<file path="src/rtl/ntt_pkg.sv">
// Shared types and constants for the NTT accelerator control path.
package ntt_pkg;

    typedef enum logic [1:0] {
        OP_NTT   = 2'd0,
        OP_INTT  = 2'd1,
        OP_PWM   = 2'd2,
        OP_CLEAR = 2'd3
    } ntt_op_e;

    typedef enum logic [2:0] {
        ST_IDLE     = 3'd0,
        ST_START    = 3'd1,
        ST_WAIT_RUN = 3'd2,
        ST_RUN      = 3'd3,
        ST_PAIR     = 3'd4,
        ST_DRAIN    = 3'd5,
        ST_DONE     = 3'd6
    } ntt_seq_state_e;

    localparam int NTT_SEQ_CYCLES_W = 16;

    // Saturating increment used by the optional op cycle counter.
    function automatic logic [NTT_SEQ_CYCLES_W-1:0] sat_inc(input logic [NTT_SEQ_CYCLES_W-1:0] v);
        logic [NTT_SEQ_CYCLES_W-1:0] r;
        if (v == {NTT_SEQ_CYCLES_W{1'b1}}) begin
            r = v;
        end else begin
            r = v + {{(NTT_SEQ_CYCLES_W-1){1'b0}}, 1'b1};
        end
        return r;
    endfunction

    // PWM and CLEAR use the sequencer's own pair stream instead of the address unit.
    function automatic logic is_pointwise(input ntt_op_e op);
        return (op == OP_PWM) || (op == OP_CLEAR);
    endfunction

endpackage

</file>
<file path="src/rtl/ntt_seq_pair_gen.sv">
// Pair counter for pointwise/clear passes: emits (2i, 2i+1) for i = 0..N/2-1
// and holds at the terminal pair instead of wrapping.
module ntt_seq_pair_gen #(
    parameter int ADDR_WIDTH = 6
) (
    input  logic                  clk,
    input  logic                  rst_n,
    input  logic                  start_i,
    input  logic                  active_i,
    output logic                  last_o,
    output logic [ADDR_WIDTH-1:0] raddr1_o,
    output logic [ADDR_WIDTH-1:0] raddr2_o
);

    localparam int PW = ADDR_WIDTH - 1;

    logic [PW-1:0] idx_q;
    logic [PW-1:0] idx_d;

    // Next pair index: restart on a new op, advance while active, stop at the end.
    always_comb begin
        idx_d = idx_q;
        if (start_i) begin
            idx_d = '0;
        end else if (active_i && !last_o) begin
            idx_d = idx_q + PW'(1);
        end else begin
            idx_d = idx_q;
        end
    end

    // Pair index register.
    always_ff @(posedge clk) begin
        if (!rst_n) begin
            idx_q <= '0;
        end else begin
            idx_q <= idx_d;
        end
    end

    assign last_o   = (idx_q == {PW{1'b1}});
    assign raddr1_o = active_i ? {idx_q, 1'b0} : '0;
    assign raddr2_o = active_i ? {idx_q, 1'b1} : '0;

endmodule

</file>
<file path="src/rtl/ntt_sequencer.sv">
// Command-level controller for the NTT accelerator: launches the butterfly
// address unit, generates pointwise/clear pairs, drains, and arbitrates the
// host memory port. Optional op cycle counter: define NTT_SEQ_CYCLE_COUNT_EN.
module ntt_sequencer
    import ntt_pkg::*;
#(
    parameter int ADDR_WIDTH    = 6,
    parameter int BF_LATENCY    = 3,
    parameter int START_TIMEOUT = 8
) (
    input  logic                        clk,
    input  logic                        rst_n,
    input  logic                        cmd_valid_i,
    output logic                        cmd_ready_o,
    input  logic [1:0]                  cmd_op_i,
    output logic                        done_o,
    output logic                        err_o,
    output logic                        busy_o,
    output logic                        ntt_start_o,
    input  logic                        run_loop_i,
    output logic                        inverse_o,
    output logic                        single_bf_o,
    output logic                        clr_o,
    output logic [ADDR_WIDTH-1:0]       pw_raddr1_o,
    output logic [ADDR_WIDTH-1:0]       pw_raddr2_o,
    input  logic                        host_req_i,
    output logic                        host_gnt_o,
    output logic [NTT_SEQ_CYCLES_W-1:0] cycles_o
);

    localparam int TMR_W = $clog2(START_TIMEOUT + 1);
    localparam int DRN_W = (BF_LATENCY > 1) ? $clog2(BF_LATENCY + 1) : 1;

    ntt_seq_state_e     state_q, state_d;
    ntt_op_e            op_q, op_d;
    logic               err_q, err_d;
    logic               armed_q, armed_d;
    logic [TMR_W-1:0]   timer_q, timer_d;
    logic [DRN_W-1:0]   drain_q, drain_d;

    logic               accept_s;
    logic               idle_s;
    logic               pair_active_s;
    logic               pair_last_s;

    // armed_q keeps the IDLE handshake outputs at zero for the first cycle after reset.
    assign idle_s        = (state_q == ST_IDLE);
    assign accept_s      = idle_s && armed_q && cmd_valid_i && !host_req_i;
    assign pair_active_s = (state_q == ST_PAIR);
    assign armed_d       = 1'b1;

    // Next-state, op latch, start timer and drain counter.
    always_comb begin
        state_d = state_q;
        op_d    = op_q;
        err_d   = err_q;
        timer_d = timer_q;
        drain_d = '0;
        case (state_q)
            ST_IDLE: begin
                timer_d = '0;
                if (accept_s) begin
                    op_d  = ntt_op_e'(cmd_op_i);
                    err_d = 1'b0;
                    if (is_pointwise(ntt_op_e'(cmd_op_i))) begin
                        state_d = ST_PAIR;
                    end else begin
                        state_d = ST_START;
                    end
                end else begin
                    state_d = ST_IDLE;
                end
            end
            ST_START: begin
                timer_d = timer_q + TMR_W'(1);
                state_d = ST_WAIT_RUN;
            end
            ST_WAIT_RUN: begin
                if (run_loop_i) begin
                    state_d = ST_RUN;
                end else if (timer_q == TMR_W'(START_TIMEOUT)) begin
                    state_d = ST_DONE;
                    err_d   = 1'b1;
                end else begin
                    timer_d = timer_q + TMR_W'(1);
                end
            end
            ST_RUN: begin
                if (!run_loop_i) begin
                    state_d = ST_DRAIN;
                end else begin
                    state_d = ST_RUN;
                end
            end
            ST_PAIR: begin
                if (pair_last_s) begin
                    state_d = ST_DRAIN;
                end else begin
                    state_d = ST_PAIR;
                end
            end
            ST_DRAIN: begin
                if (drain_q == DRN_W'(BF_LATENCY - 1)) begin
                    state_d = ST_DONE;
                end else begin
                    drain_d = drain_q + DRN_W'(1);
                end
            end
            ST_DONE: begin
                state_d = ST_IDLE;
            end
            default: begin
                state_d = ST_IDLE;
            end
        endcase
    end

    // Control state registers.
    always_ff @(posedge clk) begin
        if (!rst_n) begin
            state_q <= ST_IDLE;
            op_q    <= OP_NTT;
            err_q   <= 1'b0;
            armed_q <= 1'b0;
            timer_q <= '0;
            drain_q <= '0;
        end else begin
            state_q <= state_d;
            op_q    <= op_d;
            err_q   <= err_d;
            armed_q <= armed_d;
            timer_q <= timer_d;
            drain_q <= drain_d;
        end
    end

    ntt_seq_pair_gen #(
        .ADDR_WIDTH (ADDR_WIDTH)
    ) u_pair_gen (
        .clk      (clk),
        .rst_n    (rst_n),
        .start_i  (accept_s),
        .active_i (pair_active_s),
        .last_o   (pair_last_s),
        .raddr1_o (pw_raddr1_o),
        .raddr2_o (pw_raddr2_o)
    );

    assign cmd_ready_o = idle_s && armed_q && !host_req_i;
    assign host_gnt_o  = idle_s && armed_q && host_req_i;
    assign busy_o      = !idle_s;
    assign done_o      = (state_q == ST_DONE);
    assign err_o       = done_o && err_q;
    assign ntt_start_o = (state_q == ST_START);
    assign inverse_o   = busy_o && (op_q == OP_INTT);
    assign single_bf_o = pair_active_s;
    assign clr_o       = pair_active_s && (op_q == OP_CLEAR);

`ifdef NTT_SEQ_CYCLE_COUNT_EN
    logic [NTT_SEQ_CYCLES_W-1:0] cnt_q, cnt_d;
    logic [NTT_SEQ_CYCLES_W-1:0] cycles_q, cycles_d;

    // Busy-cycle count; the published value includes the DONE cycle itself.
    always_comb begin
        cnt_d    = cnt_q;
        cycles_d = cycles_q;
        if (accept_s) begin
            cnt_d = '0;
        end else if (busy_o) begin
            cnt_d = sat_inc(cnt_q);
        end else begin
            cnt_d = cnt_q;
        end
        if ((state_d == ST_DONE) && (state_q != ST_DONE)) begin
            cycles_d = sat_inc(cnt_d);
        end else begin
            cycles_d = cycles_q;
        end
    end

    // Cycle counter registers.
    always_ff @(posedge clk) begin
        if (!rst_n) begin
            cnt_q    <= '0;
            cycles_q <= '0;
        end else begin
            cnt_q    <= cnt_d;
            cycles_q <= cycles_d;
        end
    end

    assign cycles_o = cycles_q;
`else
    assign cycles_o = '0;
`endif

endmodule
</file>
<file path="config.mk">
export PLATFORM = sky130hd
export DESIGN_NAME = ntt_sequencer
export DESIGN_NICKNAME = d
export VERILOG_FILES = /design/src/rtl/ntt_pkg.sv /design/src/rtl/ntt_seq_pair_gen.sv /design/src/rtl/ntt_sequencer.sv
export SDC_FILE = /design/constraint.sdc
export NUM_CORES = 1
export LEC_CHECK = 0
export BUFFER_PORTS_ARGS = -buffer_cell sky130_fd_sc_hd__buf_2
export CAP_MARGIN = 20
export CELL_PAD_IN_SITES_DETAIL_PLACEMENT = 0
export CELL_PAD_IN_SITES_GLOBAL_PLACEMENT = 1
export CORE_MARGIN = 2
export CORE_UTILIZATION = 38
export DETAILED_ROUTE_END_ITERATION = 8
export GPL_TIMING_DRIVEN = 0
export PLACE_DENSITY_LB_ADDON = 0.15
export SYNTH_ARGS = -nofsm -noshare
export SYNTH_HDL_FRONTEND = slang
export SYNTH_SLANG_ARGS = --single-unit
</file>
<file path="constraint.sdc">
create_clock -name clk -period 4 [get_ports clk]
set_input_delay 0.8 -clock clk [delete_from_list [all_inputs] [get_ports clk]]
set_output_delay 0.8 -clock clk [all_outputs]
set_load 0.05 [all_outputs]
</file>
Word level (Yosys, flattened, before mapping)
Cells that the tools add are included.

word-level totals
  input port bits = 7
  output and inout bits = 37
  flip-flop bits (word level) = 18

operators by class
  reductions and logical operators = 22
  eq/ne operators = 19
  $add $sub $neg = 3
  bitwise gates (word level) = 2
  multiplexer cells = 18

operator list
  cell                                                 count
  2-to-1 mux 3 bit                                     6
  one-hot mux 3 bit (6 select lines)                   1
  2-to-1 mux 6 bit                                     2
  one-hot mux 4 bit (3 select lines)                   1
  inequality test 2 bit, second input constant         5
  equality test 3 bit, second input constant           3
  logical AND 1 bit                                    9
  equality test 2 bit, second input constant           4
  2-to-1 mux 4 bit                                     2
  equality test 3 x 2 -> 1 bit, second input constant  2
  adder 5 x 1 -> 5 bit, second input constant          1
  equality test 5 bit, second input constant           1
  2-to-1 mux 1 bit                                     5
  adder 4 x 1 -> 4 bit, second input constant          1
  equality test 4 bit, second input constant           1
  AND reduction 2 bit                                  2
  AND reduction 4 bit                                  1
  equality test 3 x 1 -> 1 bit, second input constant  1
  zero test 1 bit                                      3
  zero test 3 bit                                      1
  inequality test 3 bit, second input constant         1
  AND reduction 3 bit                                  1
  nonzero test 3 bit                                   1
  OR reduction 3 bit                                   1
  other kinds (7)                                      8

Depth between registers and ports, before layout
Gate-level depths: netlist (run 1).

  depth in word-level cells = 6
  depth in mapped cells = 6
  gate-level depth less buffers = 6

Modules after synthesis
Synthesis (run 1) repeated with hierarchy kept, for this count alone.

unflattened totals
  cell total of the unflattened synthesis = 137
  area total of the unflattened synthesis = 1,146.1 µm²

modules (own cells, without submodules)
  module            area an instance (µm²)  cells each  times used
  ntt_sequencer     818.3                   98          1
  ntt_seq_pair_gen  327.8                   39          1

Least setup slack after synthesis (run 1)
OpenSTA, ideal clock, no wires.

  path kind = register to output
  from = reg state_q[0]
  to = out pw_raddr2_o[1]
  stages on the path, launching flop included = 5
  path buffers = 2
  data required time = 3.200 ns
  setup slack = 0.244 ns
  arrival time = 2.956 ns
  cells stage by stage = dfxtp_1 clkbuf_1 nor3b_1 and2_1 buf_4

between the ends
  longest elaborated chain between the ends = 2

ends and longest elaborated chain
  element                 line                    source
  from (decl)             ntt_sequencer.sv:34     ntt_seq_state_e state_q, state_d;
  from (signal assigned)  ntt_sequencer.sv:128    state_q <= state_d;
  equality test 3 bit     ntt_sequencer.sv:49     assign pair_active_s = (state_q == ST_PAIR);
  via single_bf_o         ntt_sequencer.sv:22     output logic single_bf_o,
  2-to-1 mux 6 bit        ntt_seq_pair_gen.sv:43  assign raddr2_o = active_i ? {idx_q, 1'b1} : '0;
  to (decl)               ntt_sequencer.sv:25     output logic [ADDR_WIDTH-1:0] pw_raddr2_o,

The timed path passes the listed nets, and every way through them passes these cells.

Worst setup path after layout (run 1)
  from = reg state_q[0]
  to = out pw_raddr2_o[1]

between the ends
  longest elaborated chain between the ends = 2

ends and longest elaborated chain
  element              line
  equality test 3 bit  ntt_sequencer.sv:49
  2-to-1 mux 6 bit     ntt_seq_pair_gen.sv:43

Every way passes these cells.

==> metrics.md, run 1 <==
| Metric | Value |
|---|---|
| Status | `complete, no violations` |
| Clk Latency, worst-skew pair | `approximately 0.30 ns` |
| Crit path DAT | `2.28 ns` |
| RSZ-0062 raised after global routing | `no` |
| Number of fill cells | `331` |
| Ys Warns | `0` |
| Setup violators final | `0` |
| Rel. slew slack | `roughly 44%` |
| Ys async rst share | `0%` |
| Post-DP Area | `1460 sq um` |
| Critical Path Fanout Max | `10` |
| Initial Util | `between 30% and 40%` |
| Synthesized area per cell | `about 8.4 sq um` |
| CTS Buf Count | `3` |
| LEAKAGE | `between 0.7 and 0.8 nW` |
| # nets final | `between 200 and 250` |
| Core Footprint | `between 3000 and 4000 sq um` |
| IO Count | `44` |
| Final instance area | `between 1000 and 1500 sq um` |
| DR iter-0 viols | `25` |
| Die area | `roughly 3700 sq um` |
| EDFF count, synth | `0` |
| Final hold viol count | `0` |
| Std cell rows | `20` |
| VDD IR max | `between 0.1 and 0.15 mV` |
| Synth top area share | `29.6%` |
| Period Utilization, post-route | `between 70 and 80%` |
| Fin. max-slew vios | `0` |
| Crit start category | `flop` |
| FF-to-FF setup slack | `between 1.5 and 2 ns` |
| DP Wirelength | `between 1.5 and 2 mm` |
| Gp weighted congestion | `~0.74` |
| Synth Cell Area | `between 1000 and 1500 sq um` |
| Dominant cell by count in the synthesized netlist | `buf_4` |
| Largest net degree at the start of global routing | `11` |
| Multi-input logic area | `approximately 700 sq um` |
| Synth cell types | `44` |
| Finished Layout Cells | `~240` |
| Longest Clk Path Bufs | `2` |
| Height of the die | `slightly above 60 um` |
| Initial antenna violation count | `0` |
| First-pass detailed-route iteration total | `4` |
| CP Capture Type | `primary output` |
| Clock sinks | `18` |
| Drt total wl | `between 2 and 2.5 mm` |
| Final core utilization | `around half` |
| Post-synthesis sequential area ratio | `29.6%` |
| Hold WS | `0.424 ns` |
| Total track usage | `14.6%` |
| Port bufs | `26` |
| Die X | `60.6 um` |
| GRT overflow | `0` |
| Vias in the first global route | `just over 900` |
| Maxcap violations | `0` |
| Area Overhead vs Synth | `23.1%` |
| Cells after DPL | `approximately 230` |
| Post-route minimum period | `between 3 and 4 ns` |
| Top_reg_cell synth | `dfxtp_1` |
| First-pass GRT wire length | `between 4 and 5 mm` |
| Synth area leaders | `dfxtp_1 30%, buf_4 14%, ha_1 5.1%, nand2_1 4.3%, and2_1 3.1%` |
| Residual DRC | `0` |
| Total Neg Setup Slack | `0 ns` |
| Req. time, crit path | `3.20 ns` |
| CTS resizes | `0` |
| Yosys reg bits | `18` |
| Sequential Area | `approximately 360 sq um` |
| Top post-synthesis cells by count | `23 x buf_4, 18 x dfxtp_1, 14 x nand2_1, 8 x inv_1` |
| Via count | `between 1000 and 1500` |
| Post-DRT Antenna Nets | `0` |
| Worst slew pin tran | `0.839 ns` |
| WL per Instance | `10.4 um` |
| N_diodes | `0` |
| Power Dens Cells | `~280 nW/um^2` |
| F_max | `between 0.3 and 0.4 GHz` |
| Setup Skew | `~0.00092 ns` |
| CTS H-tree lvls | `1` |
| Via/cell ratio | `roughly 4.6` |
| Setup Buffers After CTS | `0` |
| Clock slew at reported path FFs | `~0.11 ns` |
| Largest area contributor in the netlist | `dfxtp_1` |
| Synthesized instance count | `about 150` |
| CTS tree | `yes` |
| Critical path class | `flop to primary output` |
| Hold buffer count at cts | `0` |
| Fraction of layout cells with a size suffix above 1 | `around 32%` |
| Hold WC Path Type | `flop to flop` |
| CTS root buf | `clkbuf_4` |
==> flip-flops by register name, indices dropped and copies added, names as in the netlist <==
| register | cells |
|---|---|
| u_pair_gen.idx_q | 5 |
| armed_q | 1 |
| state_q | 3 |
| drain_q | 2 |
| op_q | 2 |
| err_q | 1 |
| timer_q | 4 |
==> final timing paths <==
path                                                        from                          endpoint  depth (start not counted)
worst min-delay path                       drain_q[0]$_SDFF_PP0_             drain_q[0]$_SDFF_PP0_                          1
worst max-delay path                     state_q[0]$_SDFFE_PN0P_                    pw_raddr2_o[1]                          5
worst min register to register             drain_q[0]$_SDFF_PP0_             drain_q[0]$_SDFF_PP0_                          1
worst max register to register  u_pair_gen.idx_q[0]$_SDFFE_PP0P_  u_pair_gen.idx_q[3]$_SDFFE_PP0P_                          6
==> placed cells by master, fill, tap and decap left out, types with 2 or more instances in the layout <==
cell      instances
o21ai_0           4
a31oi_1           2
nor2_1            6
clkbuf_1          3
o31ai_1           4
mux2i_1           3
and3_1            5
buf_4            23
nor3_1            2
nor3b_1           3
buf_2            26
inv_1             8
or4b_4            2
nand2_1          14
ha_1              5
conb_1           17
clkbuf_4          3
nor2b_1           3
a21oi_1           6
dfxtp_1          18
or3_1             3
and2_1            6
==> report_power, final <==
part	leakage (nW)	total [mW]	internal [mW]	switching [mW]
sequential	0.146	0.189	0.184	0.00490
clock	0.0210	0.116	0.0556	0.0605
combinational	0.567	0.121	0.0353	0.0861
==> metal layers <==
| layer | vias up | share of wire, % | track usage, % | wire (um) |
|---|---|---|---|---|
| met1 | 476 | 43 | 17.1 | 1050 |
| met3 | 5 | 6.0 | 2.99 | 147 |
| met2 | 37 | 50 | 25.5 | 1220 |
| li1 | 560 | - | - | - |
| met4 | 0 | 1.3 | 6.52 | 31 |
| met5 | - | 0 | 0 | 0 |
==> cells by family (layout without fill, tap and decap cells) <==
group,Yosys count,after routing,synth area share [%]
AND/OR/NAND/NOR,56,56,28.7
buffers and inverters,36,66,18.8
AO/OA/AOI/OAI,24,24,13.6
flip-flops,18,18,29.6
adder cells (fa/ha/maj),5,5,5.14
multiplexers,3,3,2.47
XOR/XNOR,2,2,1.44
other,1,17,0.308
==> critical path: stages, from the launching register on <==
cell      delay [ns]
dfxtp_1         0.39
clkbuf_1        0.25
nor3b_1         0.75
and2_1          0.24
buf_4           0.10
buf_2           0.25
==> layout make-up <==
class | instances | share of cell area (%)
Buffer | 27 | 13.0
Clock buffer | 4 | 2.42
Inverter | 9 | 2.25
Multi-Input combinational cell | 107 | 45.9
Sequential cell | 18 | 24.0
Tap cell | 44 | 3.67
Timing Repair Buffer | 26 | 8.68
==> per-stage QoR <==
step	total power, mW	worst slack [ns]
after floorplan	0.295	0.244
after detailed placement	0.313	1.22
after global placement	0.312	1.23
final	0.426	0.921
after global routing	0.452	0.695
after CTS	0.431	0.857
Power figures use the tool's default switching activity.
==> run 2: changes to the inputs <==
--- a/config.mk
+++ b/config.mk
@@ -10,7 +10,7 @@
 export CELL_PAD_IN_SITES_DETAIL_PLACEMENT = 0
 export CELL_PAD_IN_SITES_GLOBAL_PLACEMENT = 1
 export CORE_MARGIN = 2
-export CORE_UTILIZATION = 38
+export CORE_UTILIZATION = 35
 export DETAILED_ROUTE_END_ITERATION = 8
 export GPL_TIMING_DRIVEN = 0
 export PLACE_DENSITY_LB_ADDON = 0.15
==> constraint.sdc (replaced) <==
create_clock -name clk -period 2.9 [get_ports clk]
set_input_delay 0.58 -clock clk [delete_from_list [all_inputs] [get_ports clk]]
set_output_delay 0.58 -clock clk [all_outputs]
set_load 0.05 [all_outputs]
==> run 2 against run 1 <==
  * Utilization shrank 4.0 points
  * Clock power grew 37%
  * Hold slack gained 0.0049 ns
  * Sequential cell count is the same
  * Clock-buffer cell count is the same
  * Setup slack lost 0.66 ns
  * Non-clock buffer count is the same
  * Wire length shrank 1.8%
  * Critical endpoint is now pw_raddr2_o[5]
  * Highest routed layer unchanged
==> metrics.md, run 2 (synthesis results as in run 1) <==
| Metric | Value |
|---|---|
| CTS tree | `yes` |
| Clock slew at reported path FFs | `0.11 ns (about the same)` |
| Area Overhead vs Synth | `23.7%` |
| Height of the die | `63.0 um (+3.9%)` |
| Post-route minimum period | `2.64 ns` |
| CP Capture Type | `primary output` |
| DR iter-0 viols | `45 (+80%)` |
| VDD IR max | `0.181 mV (+70%)` |
| Hold Path End | `drain_q[0]$_SDFF_PP0_` |
| Hold WC Path Type | `flop to flop` |
| Period Utilization, post-route | `between 90% and 100%` |
| Biggest register | `u_pair_gen.idx_q` |
| Total track usage | `12.9% (-1.7 points)` |
| Vias in the first global route | `1036 (+13%)` |
| DP Wirelength | `1.90 mm (-2.1%)` |
| Clock Power Share | `27.1% (about the same)` |
| N_diodes | `0 (unchanged)` |
| Setup Skew | `0.00287 ns (+0.00195 ns)` |
| CP max stage delay | `0.53 ns (-0.22 ns)` |
| CTS root buf | `clkbuf_4` |
| Critical path class | `flop to primary output` |
| CP Cell Sequence | `clkbuf_1 > nor3b_2 > and2_1 > buf_4 > buf_2` |
| Via count | `1071 (-0.65%)` |
| Longest Clk Path Bufs | `2 (unchanged)` |
| LEAKAGE | `0.738 nW (+0.59%)` |
| Final core utilization | `45.1% (-4.0 points)` |
| Reg power frac | `44.3% (about the same)` |
| Power Dens Cells | `390 nW/um^2 (+37%)` |
| CTS resizes | `0 (unchanged)` |
| Die X | `63.0 um (+3.9%)` |
| Critical Path Fanout Max | `10 (unchanged)` |
| Fin. max-slew vios | `0 (unchanged)` |
| CTS Buf Count | `3 (unchanged)` |
| CTS H-tree lvls | `1 (unchanged)` |
| Crit start category | `flop` |
| RSZ-0062 raised after global routing | `no` |
| Std cell rows | `21 (+5.0%)` |
| Number of buffer and inverter stages on the critical path | `3 (unchanged)` |
| Status | `complete, no violations` |
| Post-DP Area | `1470 sq um (+0.51%)` |
| Sw frac | `35.5% (-0.086 points)` |
| Family with the most delay on the worst path | `simple AND/OR/NAND/NOR gates` |
| Int Power | `379 uW (+38%)` |
| First-pass GRT wire length | `4.26 mm (+6.2%)` |
| Max reg flops | `5 (unchanged)` |
| Top flop regs | `u_pair_gen.idx_q (5), timer_q (4), state_q (3)` |
| FF-to-FF setup slack | `0.82 ns (-1.11 ns)` |
| Req. time, crit path | `2.32 ns (-0.88 ns)` |
| Initial antenna violation count | `0 (unchanged)` |
| Fraction of layout cells with a size suffix above 1 | `33.0% (+0.52 points)` |
| Critical R2R Capture | `u_pair_gen.idx_q[3]$_SDFFE_PP0P_` |
| Port bufs | `26 (unchanged)` |
| Final instance area | `1510 sq um (+0.50%)` |
| Place WS | `0.557 ns (-0.662 ns)` |
| Combinational share of power | `28.6% (about the same)` |
| Commonest non-fill, non-tap cell in the layout | `buf_2` |
| Largest net degree at the start of global routing | `11 (unchanged)` |
| Residual DRC | `0 (unchanged)` |
| Clock sinks | `18 (unchanged)` |
| Hold Startpoint | `drain_q[0]$_SDFF_PP0_` |
| Worst path slowest cell | `nor3b_2` |
| Min-Delay Path Depth | `1 (unchanged)` |
| IO Count | `44 (unchanged)` |
| Clk Latency, worst-skew pair | `0.29 ns (about the same)` |
| Hold buffer count at cts | `0 (unchanged)` |
| Post-DRT Antenna Nets | `0 (unchanged)` |
| WL per Instance | `10.1 um (-2.7%)` |
| Core Footprint | `3340 sq um (+9.3%)` |
| Setup violators final | `0 (unchanged)` |
| Worst setup margin | `0.265 ns (-0.657 ns)` |
| Final hold viol count | `0 (unchanged)` |
| Initial Util | `36.5% (-3.4 points)` |
| Worst r2r src | `u_pair_gen.idx_q[0]$_SDFFE_PP0P_` |
| Crit path DAT | `2.06 ns (-0.22 ns)` |
| GRT overflow | `0 (unchanged)` |
| First-pass detailed-route iteration total | `4 (unchanged)` |
| Gp weighted congestion | `0.720 (-2.3%)` |
| # nets final | `204 (unchanged)` |
| Via/cell ratio | `4.52 (-1.5%)` |
| Total Neg Setup Slack | `0 ns (unchanged)` |
| F_max | `approximately 0.38 GHz` |
| Most frequent cells in the layout | `26 x buf_2, 23 x buf_4, 18 x dfxtp_1` |
| FF-to-FF path depth | `6 (unchanged)` |
| Drt total wl | `2.40 mm (-1.8%)` |
| Setup Buffers After CTS | `0 (unchanged)` |
| Die area | `3970 sq um (+8.0%)` |
| Rel. slew slack | `45.4% (+1.8 points)` |
| Worst slew pin tran | `0.812 ns (-0.0271 ns)` |
| Maxcap violations | `0 (unchanged)` |
| Sw Pwr | `208 uW (+37%)` |
## run 2: cell types whose count changed in the layout (fill, tap and decap cells not counted)
cell     change
nor3b_1      -1
nor3b_2      +1
## run 2: power by group through the flow
| stage | sequential (mW) | combinational (mW) | clock [mW] |
|---|---|---|---|
| 2_1_floorplan | 0.264 | 0.143 | 0 |
| 3_3_place_gp | 0.265 | 0.167 | 0 |
| 3_5_place_dp | 0.266 | 0.168 | 0 |
| 4_1_cts | 0.260 | 0.168 | 0.160 |
| 5_1_grt | 0.261 | 0.180 | 0.173 |
| 6_report | 0.260 | 0.168 | 0.159 |
## run 2: area by class of cell
type                    count  area (sq um)
plain buffers              27           195
clock buffers               4          36.3
fillers                   358          1830
inverters                   9          33.8
multi-input cells         107           693
flip-flops and latches     18           360
well taps                  46          57.6
repair buffers             26           130
## run 2: how the worst max path moves through the flow
stage,start,to,slack (ns),depth (start not counted)
detailed placement,state_q[0]$_SDFFE_PN0P_,pw_raddr2_o[2],0.56,5
floorplan,state_q[0]$_SDFFE_PN0P_,pw_raddr2_o[1],0.04,4
CTS,state_q[0]$_SDFFE_PN0P_,pw_raddr2_o[2],0.22,5
global placement,state_q[0]$_SDFFE_PN0P_,pw_raddr2_o[5],0.60,5
finish,state_q[0]$_SDFFE_PN0P_,pw_raddr2_o[5],0.26,5
global route,state_q[0]$_SDFFE_PN0P_,pw_raddr2_o[2],0.11,5
## run 2: stage by stage
step	std cells	power (mW)	hold WS, ns
after floorplan	161	0.407	0.393
final	237	0.587	0.429
after CTS	237	0.588	0.433
after detailed placement	233	0.433	0.417
after global routing	237	0.614	0.461
after global placement	233	0.432	0.402
## run 2: layer usage
layer	GRT usage, %	routed length, um	up-vias
li1	-	-	561
met1	15.5	1120	482
met2	23.5	1140	24
met3	2.16	113	4
met4	3.33	23	0
met5	0	0	-
==> run 3: changes to the inputs <==
--- a/config.mk
+++ b/config.mk
@@ -10,10 +10,11 @@
 export CELL_PAD_IN_SITES_DETAIL_PLACEMENT = 0
 export CELL_PAD_IN_SITES_GLOBAL_PLACEMENT = 1
 export CORE_MARGIN = 2
-export CORE_UTILIZATION = 35
+export CORE_UTILIZATION = 34
 export DETAILED_ROUTE_END_ITERATION = 8
 export GPL_TIMING_DRIVEN = 0
 export PLACE_DENSITY_LB_ADDON = 0.15
 export SYNTH_ARGS = -nofsm -noshare
 export SYNTH_HDL_FRONTEND = slang
+export SYNTH_HIERARCHICAL = 1
 export SYNTH_SLANG_ARGS = --single-unit
==> run 3 against run 2 <==
  * Die area down 2.9%
  * Total power decreased by 5.0%
  * Area after synthesis fell by 5.9%
  * Final cell count shrank 3.8%
  * Synthesized cell count shrank 5.5%
  * Fmax down 0.58%
  * Setup slack worse by 0.015 ns
  * Wire length down 6.3%
  * Via count shrank 9.7%
  * Global-route usage is essentially flat
==> metrics.md, run 3 <==
| Metric | Value |
|---|---|
| Ys Warns | `6 (+6)` |
| Total power | `558 uW (-5.0%)` |
| Std cell rows | `21 (unchanged)` |
| # nets final | `195 (-4.4%)` |
| First-pass GRT wire length | `3.59 mm (-16%)` |
| Setup Skew | `0.0160 ns (+0.0131 ns)` |
| F_max | `0.377 GHz (-0.58%)` |
| Via/cell ratio | `4.24 (-6.1%)` |
| Final hold viol count | `0 (unchanged)` |
| Power Dens Cells | `390 nW/um^2 (about the same)` |
| Req. time, crit path | `2.32 ns (about the same)` |
| N_diodes | `0 (unchanged)` |
| Critical path class | `flop to primary output` |
| Total track usage | `12.9% (-0.029 points)` |
| Synthesized instance count | `137 (-5.5%)` |
| Largest family of logic cells by synthesized area | `simple AND/OR/NAND/NOR gates` |
| CTS resizes | `0 (unchanged)` |
| DP Wirelength | `1.75 mm (-7.9%)` |
| Height of the die | `62.1 um (-1.5%)` |
| Port bufs | `26 (unchanged)` |
| Via count | `967 (-9.7%)` |
| Hold WC Path Type | `flop to flop` |
| Hold WS | `0.418 ns (-0.0104 ns)` |
| LEAKAGE | `0.717 nW (-2.9%)` |
| First-pass detailed-route iteration total | `4 (unchanged)` |
| Dominant cell by count in the synthesized netlist | `buf_4` |
| Hold buffer count at cts | `0 (unchanged)` |
| Worst setup margin | `0.249 ns (-0.0154 ns)` |
| Crit path DAT | `2.07 ns (about the same)` |
| Fin. max-slew vios | `0 (unchanged)` |
| DR iter-0 viols | `18 (-60%)` |
| Status | `complete, no violations` |
| Vias in the first global route | `807 (-22%)` |
| Synth top area share | `31.4% (+1.8 points)` |
| CTS H-tree lvls | `1 (unchanged)` |
| Period Utilization, post-route | `91.4% (+0.53 points)` |
| Max reg flops | `5 (unchanged)` |
| Post-Synth Adder-Cell Area | `5.46% (+0.32 points)` |
| Synth cell types | `38 (-14%)` |
| Top flop regs | `u_pair_gen/idx_q (5), timer_q (4), state_q (3)` |
| IO Count | `44 (unchanged)` |
| Setup Buffers After CTS | `0 (unchanged)` |
| Commonest non-fill, non-tap cell in the layout | `buf_2` |
| Top_reg_cell synth | `dfxtp_1` |
| RSZ-0062 raised after global routing | `no` |
| Ys async rst share | `0% (unchanged)` |
| GRT overflow | `0 (unchanged)` |
| Total Neg Setup Slack | `0 ns (unchanged)` |
| Post-route minimum period | `2.65 ns (+0.0154 ns)` |
| Core Footprint | `3280 sq um (-1.6%)` |
| Die area | `3850 sq um (-2.9%)` |
| Largest net degree at the start of global routing | `13 (+2)` |
| Post-Synth XOR/XNOR Area | `1.53% (+0.090 points)` |
| Place WS | `0.558 ns (+0.000412 ns)` |
| Most frequent cells in the layout | `27 x buf_2, 24 x buf_4, 18 x dfxtp_1` |
| Crit start category | `flop` |
| Synthesized area per cell | `8.37 sq um (-0.36%)` |
| Clock sinks | `18 (unchanged)` |
| Fraction of layout cells with a size suffix above 1 | `35.7% (+2.7 points)` |
| Biggest register | `u_pair_gen/idx_q` |
| Die X | `62.1 um (-1.5%)` |
| CP Capture Type | `primary output` |
| Initial antenna violation count | `0 (unchanged)` |
| Synth Area in Simple Gates | `29.5% (+0.80 points)` |
| Top post-synthesis cells by count | `24 x buf_4, 18 x dfxtp_1, 8 x a21oi_1, 8 x nand2_1, 7 x nor2_1` |
| CTS root buf | `clkbuf_4` |
| Clock slew at reported path FFs | `0.12 ns (about the same)` |
| Clk Latency, worst-skew pair | `0.31 ns (+0.02 ns)` |
| Post-DRT Antenna Nets | `0 (unchanged)` |
| Residual DRC | `0 (unchanged)` |
| Synth area leaders | `dfxtp_1 31%, buf_4 16%, ha_1 5.5%, a21oi_1 3.5%, and2_2 3.3%` |
| WL per Instance | `9.87 um (-2.6%)` |
| Worst slew pin tran | `0.636 ns (-0.175 ns)` |
| Number of fill cells | `351 (-2.0%)` |
| EDFF count, synth | `0 (unchanged)` |
| Mux cell area share after synthesis | `1.75% (-0.72 points)` |
| Drt total wl | `2.25 mm (-6.3%)` |
| Synth Cell Area | `1150 sq um (-5.9%)` |
| Post-synthesis sequential area ratio | `31.4% (+1.8 points)` |
| Longest Clk Path Bufs | `2 (unchanged)` |
| Post-DP Area | `1400 sq um (-5.1%)` |
| Setup violators final | `0 (unchanged)` |
| Rel. slew slack | `57.4% (+12 points)` |
| Yosys reg bits | `18 (unchanged)` |
| Largest area contributor in the netlist | `dfxtp_1` |
| Final instance area | `1430 sq um (-5.0%)` |
| CTS tree | `yes` |
| Area Overhead vs Synth | `24.9%` |
| VDD IR max | `0.207 mV (+14%)` |
| Initial Util | `34.9% (-1.6 points)` |
| CTS Buf Count | `3 (unchanged)` |
| Critical Path Fanout Max | `12 (+2)` |
| Maxcap violations | `0 (unchanged)` |
| Post-synthesis compound-gate area fraction | `10.9% (-2.6 points)` |
| Gp weighted congestion | `0.724 (+0.56%)` |
-- run 3: cell types whose count changed after synthesis, moves of 2 or more --
cell | before | now
a31oi_1 | 2 | 0
nand2b_1 | 1 | 3
and2_1 | 6 | 1
a21oi_1 | 6 | 8
and2_2 | 0 | 5
and3_1 | 5 | 3
o31ai_1 | 4 | 1
o21ai_0 | 4 | 6
or4b_4 | 2 | 0
nor3b_1 | 3 | 5
or3_1 | 3 | 5
nor3_1 | 2 | 0
inv_1 | 8 | 6
nand2_1 | 14 | 8
-- run 3: power by group --
group	internal [mW]	leakage, nW	switching, mW
Combinational	0.0386	0.550	0.0991
Sequential	0.252	0.146	0.00480
Clock	0.0767	0.0210	0.0861
Total	0.368	0.717	0.190
-- run 3: kinds of logic (layout without fill, tap and decap cells) --
group           Yosys count  after routing
simple gates             54             54
mux                       2              2
xor+xnor                  2              2
compound gates           21             21
flops                    18             18
fa+ha+maj                 5              5
other cells               2             17
buf+inv                  33             63
-- run 3: final cells by class --
type                       count  area [sq um]  area share, %
sequential                    18           360           25.2
multi-input combinational    101           632           44.1
buffer                        27           193           13.5
inverter                       6          22.5           1.57
clock buffer                   4          36.3           2.53
timing repair buffer          26           130           9.09
tap                           46          57.6           4.02
-- run 3: worst max-delay path, cell delays in order, from the launching register on --
cell and delay [ns]:
dfxtp_1 0.36, clkbuf_1 0.22, nor3b_2 0.58, and2_2 0.26
buf_4 0.10, buf_2 0.24
-- run 3: worst paths after layout --
check | end | slack, ns | depth (start not counted) | from
setup / recovery | pw_raddr2_o[2] | 0.25 | 5 | state_q[1]$_SDFFE_PN0P_
hold reg to reg | drain_q[0]$_SDFF_PP0_ | 0.42 | 1 | drain_q[0]$_SDFF_PP0_
setup reg to reg | u_pair_gen/idx_q[3]$_SDFFE_PP0P_ | 1.01 | 5 | state_q[1]$_SDFFE_PN0P_
hold / removal | drain_q[0]$_SDFF_PP0_ | 0.42 | 1 | drain_q[0]$_SDFF_PP0_
-- run 3: per-layer routing --
layer / global-route usage (%) / routed length, um / vias to the layer above
li1: - / - / 515
met1: 16.5 / 1040 / 417
met2: 20.5 / 1050 / 33
met3: 2.48 / 139 / 2
met4: 6.38 / 15 / 0
met5: 0 / 0 / -
-- run 3: per-stage QoR --
stage                     std cells  util [%]
after floorplan                 152         -
after detailed placement        224      42.5
after global placement          224      42.5
after global routing            228      43.6
after CTS                       228      43.6
final                           228      43.6
